## config.mk

```make
export PLATFORM = sky130hd
export DESIGN_NAME = timer_seq_ctrl
export DESIGN_NICKNAME = d
export VERILOG_FILES = /design/src/rtl/timer_seq_pkg.sv /design/src/rtl/updown_cnt.sv /design/src/rtl/timer_seq_ctrl.sv
export SDC_FILE = /design/constraint.sdc
export NUM_CORES = 1
export LEC_CHECK = 0
export BUFFER_PORTS_ARGS = -buffer_cell sky130_fd_sc_hd__buf_4
export CORE_UTILIZATION = 48
export DETAILED_ROUTE_END_ITERATION = 10
export GPL_ROUTABILITY_DRIVEN = 0
export PLACE_DENSITY = 0.72
export SYNTH_ARGS = -nofsm -noshare
export SYNTH_HDL_FRONTEND = slang
export SYNTH_SLANG_ARGS = --single-unit
```

## constraint.sdc

```tcl
create_clock -name clk -period 2.62 [get_ports clk]
set_input_delay 0.262 -clock clk [delete_from_list [all_inputs] [get_ports clk]]
set_output_delay 0.262 -clock clk [all_outputs]
set_load 0.02 [all_outputs]
```

## src/rtl/timer_seq_pkg.sv

```systemverilog
// Shared types for the programmable interval timer sequencer.
package timer_seq_pkg;

    localparam int DEFAULT_WIDTH = 4;

    typedef enum logic [1:0] {
        ST_IDLE = 2'b00,
        ST_RUN  = 2'b01,
        ST_DONE = 2'b10
    } state_t;

endpackage

```

## src/rtl/updown_cnt.sv

```systemverilog
// WIDTH-bit synchronous counter register with load/inc/dec; holds otherwise.
module updown_cnt #(
    parameter int WIDTH = 4
) (
    input  logic             clk,
    input  logic             rst,
    input  logic             load,
    input  logic [WIDTH-1:0] load_val,
    input  logic             inc,
    input  logic             dec,
    output logic [WIDTH-1:0] count
);

    always_ff @(posedge clk) begin
        if (rst) begin
            count <= '0;
        end else if (load) begin
            count <= load_val;
        end else if (inc) begin
            count <= count + WIDTH'(1);
        end else if (dec) begin
            count <= count - WIDTH'(1);
        end
    end

endmodule

```

## src/rtl/timer_seq_ctrl.sv

```systemverilog
// Interval timer sequencer: captures limit/mode on start, steps the counter on
// qualified ticks, strobes terminal count, then reloads or parks in DONE.
//
// state   | meaning
// --------+---------------------------------------------------------------
// ST_IDLE | waiting for start; count held at 0
// ST_RUN  | counting on tick (unless hold); busy=1
// ST_DONE | one-shot finished; count holds terminal value; done=1
module timer_seq_ctrl
    import timer_seq_pkg::*;
#(
    parameter int WIDTH = DEFAULT_WIDTH
) (
    input  logic             clk,
    input  logic             rst,
    input  logic             start,
    input  logic             abort,
    input  logic             hold,
    input  logic             tick,
    input  logic [WIDTH-1:0] load_val,
    input  logic             dir_up,
    input  logic             auto_reload,
    output logic [WIDTH-1:0] count,
    output logic             busy,
    output logic             done,
    output logic             tc_pulse
);

    state_t           state, state_nxt;
    logic [WIDTH-1:0] limit_q;
    logic             up_q, ar_q;
    logic             capture, cnt_load, cnt_inc, cnt_dec, tc_nxt;
    logic [WIDTH-1:0] cnt_load_val;
    logic             at_term;

    assign at_term = up_q ? (count == limit_q) : (count == '0);

    always_comb begin
        state_nxt    = state;
        capture      = 1'b0;
        cnt_load     = 1'b0;
        cnt_load_val = '0;
        cnt_inc      = 1'b0;
        cnt_dec      = 1'b0;
        tc_nxt       = 1'b0;
        case (state)
            ST_IDLE, ST_DONE, ST_RUN: begin
                if (abort) begin
                    state_nxt = ST_IDLE;
                    cnt_load  = 1'b1;
                end else if (start) begin
                    // restart uses the freshly presented inputs, not the latched mode
                    state_nxt    = ST_RUN;
                    capture      = 1'b1;
                    cnt_load     = 1'b1;
                    cnt_load_val = dir_up ? '0 : load_val;
                end else if (state == ST_RUN && !hold && tick) begin
                    if (at_term) begin
                        tc_nxt = 1'b1;
                        if (ar_q) begin
                            cnt_load     = 1'b1;
                            cnt_load_val = up_q ? '0 : limit_q;
                        end else begin
                            state_nxt = ST_DONE;
                        end
                    end else begin
                        cnt_inc = up_q;
                        cnt_dec = !up_q;
                    end
                end
            end
            default: begin
                state_nxt = ST_IDLE;
                cnt_load  = 1'b1;
            end
        endcase
    end

    always_ff @(posedge clk) begin
        if (rst) begin
            state    <= ST_IDLE;
            limit_q  <= '0;
            up_q     <= 1'b0;
            ar_q     <= 1'b0;
            busy     <= 1'b0;
            done     <= 1'b0;
            tc_pulse <= 1'b0;
        end else begin
            state <= state_nxt;
            if (capture) begin
                limit_q <= load_val;
                up_q    <= dir_up;
                ar_q    <= auto_reload;
            end
            busy     <= (state_nxt == ST_RUN);
            done     <= (state_nxt == ST_DONE);
            tc_pulse <= tc_nxt;
        end
    end

    updown_cnt #(.WIDTH(WIDTH)) u_cnt (
        .clk      (clk),
        .rst      (rst),
        .load     (cnt_load),
        .load_val (cnt_load_val),
        .inc      (cnt_inc),
        .dec      (cnt_dec),
        .count    (count)
    );

endmodule

```

---- After elaboration in Yosys (flattened, before gate mapping) ----
Index checks and enable logic that the tools add are counted.
word-level totals
  logic and storage cells ................. 64
  input port bits ......................... 12
  register bits after elaboration ......... 15
  output and inout port bits .............. 7
operators by class
  equality and inequality tests ........... 5
  add/subtract/negate cells ............... 2
  reduce and logical (&&, ||, !) cells .... 9
  bitwise logic cells ..................... 2
  mux-type cells .......................... 38
operators by type and width
  operator                                                             number
  4-bit 2-to-1 mux                                                     11
  1-bit 2-to-1 mux                                                     21
  2-bit 2-to-1 mux                                                     6
  5-bit OR reduction                                                   1
  4-bit by 1-bit adder with 4-bit output (second input constant)       1
  2-bit by 1-bit == test with 1-bit output (second input constant)     2
  2-bit == test (second input constant)                                2
  4-bit == test                                                        1
  4-bit logical NOT                                                    1
  4-bit by 1-bit subtractor with 4-bit output (second input constant)  1
  3-bit nonzero test                                                   1
  3-bit OR reduction                                                   1
  1-bit logical AND                                                    2
  1-bit logical NOT                                                    2
  2-bit logical NOT                                                    1
  1-bit inverter                                                       2

---- Depth between registers and ports, before layout ----
  depth in word-level cells ............... 10
  depth in mapped cells ................... 10
  mapped depth without buffers ............ 9

---- Modules after synthesis ----
Synthesis repeated with hierarchy kept, for this count alone.
second synthesis, totals
  cells, all modules ...................... 106
  area total of the unflattened synthesis .. 898.4 um^2
modules (own cells, without submodules)
  module          cells an instance  seq. area each (um^2)  area an instance (um^2)  instances
  timer_seq_ctrl  70                 220.2                  593.1                    1
  updown_cnt      36                 80.1                   305.3                    1

---- Worst setup path before layout ----
No wires, ideal clock.
  path type ............................... register -> register
  start point ............................. reg state[1]
  end point ............................... reg u_cnt.count[3]
  data arrival time ....................... 2.396 ns
  data required time ...................... 2.486 ns
  buffers on the path ..................... 0
  cell stages (with the launch flop) ...... 10
  setup time .............................. 0.134 ns
  path slack .............................. 0.089 ns
  period minus slack after synthesis ...... 2.531 ns
  path through ............................ dfxtp_1 -> nor4bb_2 -> and3_1 -> nand2_1 -> ha_1 -> nand3_1 -> and3_1 -> a211o_1 -> a2111oi_1 -> nor4_2
between the ends
  longest elaborated chain between the ends .. 9
  elaborated cells between the ends (all ways) .. 25
  those cells by class .................... eq/ne (2); mux (18); reduce/logical (5)
RTL lines
  element                                   RTL line                                    source
  from (decl)                               timer_seq_ctrl.sv:29                        state_t state, state_nxt;
  from (signal assigned)                    timer_seq_ctrl.sv:89                        state <= state_nxt;
  2-bit by 1-bit == test with 1-bit output  timer_seq_ctrl.sv:46, timer_seq_ctrl.sv:57
  1-bit logical AND (2 in a row)            timer_seq_ctrl.sv:57                        end else if (state == ST_RUN && !hold && tick) begin
  1-bit 2-to-1 mux                          timer_seq_ctrl.sv:57
  1-bit 2-to-1 mux                          timer_seq_ctrl.sv:51                        end else if (start) begin
  1-bit 2-to-1 mux                          timer_seq_ctrl.sv:48                        if (abort) begin
  1-bit 2-to-1 mux                          timer_seq_ctrl.sv:46                        case (state)
  4-bit 2-to-1 mux                          updown_cnt.sv:19                            end else if (inc) begin
  4-bit 2-to-1 mux                          updown_cnt.sv:17                            end else if (load) begin
  to (signal assigned)                      updown_cnt.sv:18                            count <= load_val;
  to (signal assigned)                      updown_cnt.sv:20                            count <= count + WIDTH'(1);
  to (signal assigned)                      updown_cnt.sv:22                            count <= count - WIDTH'(1);
  to (decl)                                 updown_cnt.sv:11                            output logic [WIDTH-1:0] count
Parallel ways exist; a longest one is shown, timed or not.
A chain may end at the register's enable or synchronous reset.

---- Final worst setup path ----
Ends and elaborated chain as after synthesis.

==> results_dict.tcl <==
set metrics [dict create \
    status "complete, no violations" \
    yosysWarnings 0 \
    stdcell_area_um2 1209 \
    core.rowCount 15 \
    cts_tree "done" \
    final_cell_mix "buf_4, dfxtp_1, nand2_1, a21oi_1, nand3_1" \
    antenna_found_initial 0 \
    path_class "reg2reg" \
    io_pins 19 \
    synth_top_area_cell "dfxtp_1" \
    htreeDepth 1 \
    tightest_slew_ps 478.8 \
    vdd_drop_max_mv 0.4075 \
    synth-main-ff-cell "dfxtp_1" \
    multi_input_area_um2 651.9 \
    synth_nets 120 \
    synth_area_um2 947.2 \
    place_area_um2 1141 \
    grt_pass1_vias 883 \
    wl_mm 2.341 \
    timing.hold.ws_ps 230.0 \
    dp_hpwl_mm 1.758 \
    cts_buffer_depth 2 \
    maxCapViolations 0 \
    layout-drive-gt1-share_pct 34.62 \
    grt_max_degree 14 \
    ys_ff_latch 15 \
    synth.top_cells.by_area "dfxtp_1, a21oi_1, xnor2_1" \
    synth_edf_count 0 \
    cts_sinks 15 \
    fin_nets 146 \
    port-buffer-count 18 \
    layout_commonest_cell "buf_4" \
    hold_violations 0 \
    p_leak_nw 0.4553 \
    yosysUniqueCellTypes 40 \
    required_ps 2790 \
    worstPathArrival_ps 2640 \
    grt_usage_pct 24.14 \
    grt-ovfl-total 0 \
    clock_latency_ps 290 \
    dieArea_um2 2155 \
    dieHeight_um 46.42 \
    diodes 0 \
    netlist_instances 105 \
    cellPowerDensity_nw_per_um2 423.7 \
    start_kind "flip-flop" \
    cp-end-kind "flip-flop" \
    async_flop_share_pct 0 \
    path_max_fanout 3 \
    synth_top_area_share_pct 31.70 \
    drtIter0Drc 23 \
    drt-pass1-iter-count 4 \
    relSlewSlack_pct 67.26 \
    num_vias 953 \
    final_max_slew_viol_count 0 \
    layout_min_cycle_time_ps 2462 \
    period_share_pct 93.98 \
    max_freq_mhz 406.1 \
    fp.dieW_um 46.42 \
    setup_viol 0 \
    clock-root-buffer "clkbuf_4" \
    fill_cells 152 \
    grt_pass1_wl_mm 3.663 \
    start_util_pct 53.12 \
    worstHoldPathType "in2reg" \
    ys_seq_area_share_pct 31.70 \
    drc 0 \
    core_area_um2 1783 \
    wl_per_cell_um 15.10 \
    regArea_um2 300.3 \
    clk_pin_slew_worst_paths_ps 90 \
    skew_ps 4.457 \
    cts_buffers 3 \
    ant_nets 0 \
    synth_area_per_cell_um2 9.021 \
    vias_per_cell 6.148 \
    syn_to_final_growth_pct 27.61 \
]
logic make-up after synthesis:
family	share of synthesized area, %
AOI/OAI and AO/OA	26.02
adders and majority gates	4.755
and+or+nand+nor	29.85
DFF	31.70
xor gates and xnor gates	4.623
buffers and inverters	3.038
report_power, final:
| part | total, mW | switching [mW] | internal [mW] |
|---|---|---|---|
| Sequential | 0.246 | 0.00880 | 0.237 |
| Combinational | 0.130 | 0.0730 | 0.0572 |
| Clock | 0.136 | 0.0768 | 0.0593 |
cell type report:
class                           instances  area share [%]
Clock buffer                            4           2.174
Inverter                                3          0.9317
Multi-Input combinational cell         83           53.93
Sequential cell                        15           24.84
Tap cell                               25           2.588
Timing Repair Buffer                   25           15.53
worst max-delay path, cell delays in order, from the launching register on:
cell,delay [ps]
dfxtp_1,330
nor4bb_2,300
and3_1,250
nand2_1,150
ha_4,320
nand3_1,90
and3_1,190
a211o_1,270
a2111oi_4,360
nor4_2,80
worst paths after layout:
kind | startpoint | end | slack, ps | cells past startpoint
max | state[1] | u_cnt.count[3] | 160 | 9
min | auto_reload | ar_q | 230 | 3
max reg2reg | state[1] | u_cnt.count[3] | 160 | 9
min reg2reg | limit_q[3] | limit_q[3] | 490 | 2
registers in the layout (all words and copies together), names as in the netlist:
signal	cells
state	2
tc_pulse	1
up_q	1
limit_q	4
u_cnt.count	4
busy	1
done	1
ar_q	1
stage by stage:
stage	std cells	util (%)	TNS, ps	setup slack, ps	power [mW]
after detailed placement	150	64.00	0	25.53	0.3728
after CTS	154	65.47	0	83.37	0.5057
final	155	67.79	0	157.8	0.5122
after global placement	150	64.00	0	106.1	0.3698
after floorplan	105	-	0	89.40	0.3302
after global routing	155	67.79	-28.88	-28.88	0.5362
routing by layer:
metal | routed length [um] | up-vias | GRT usage [%]
met5 | 0 | - | 0
met4 | 47 | 0 | 9.412
met3 | 116 | 7 | 3.529
met2 | 1229 | 33 | 43.89
met1 | 948 | 457 | 27.63
li1 | - | 456 | -
synth_stat cells (2+ instances only):
master	instances
a21oi_1	11
nand3_1	7
and3_1	2
a221oi_1	3
o21a_1	2
a211o_1	2
dfxtp_1	15
inv_1	3
nand4_1	2
xnor2_1	5
a22oi_1	3
nor2_1	4
o221a_2	3
ha_1	2
nand2b_1	2
nand2_1	11
buf_2	2
o22ai_1	2
nor3_1	3
repair_timing:
item	4_1_cts	5_1_grt
endpoints found under the setup margin	0	1
buffers inserted	0	1
hold buffers	0	0
resized for setup	0	4
Power figures use the tool's default switching activity.
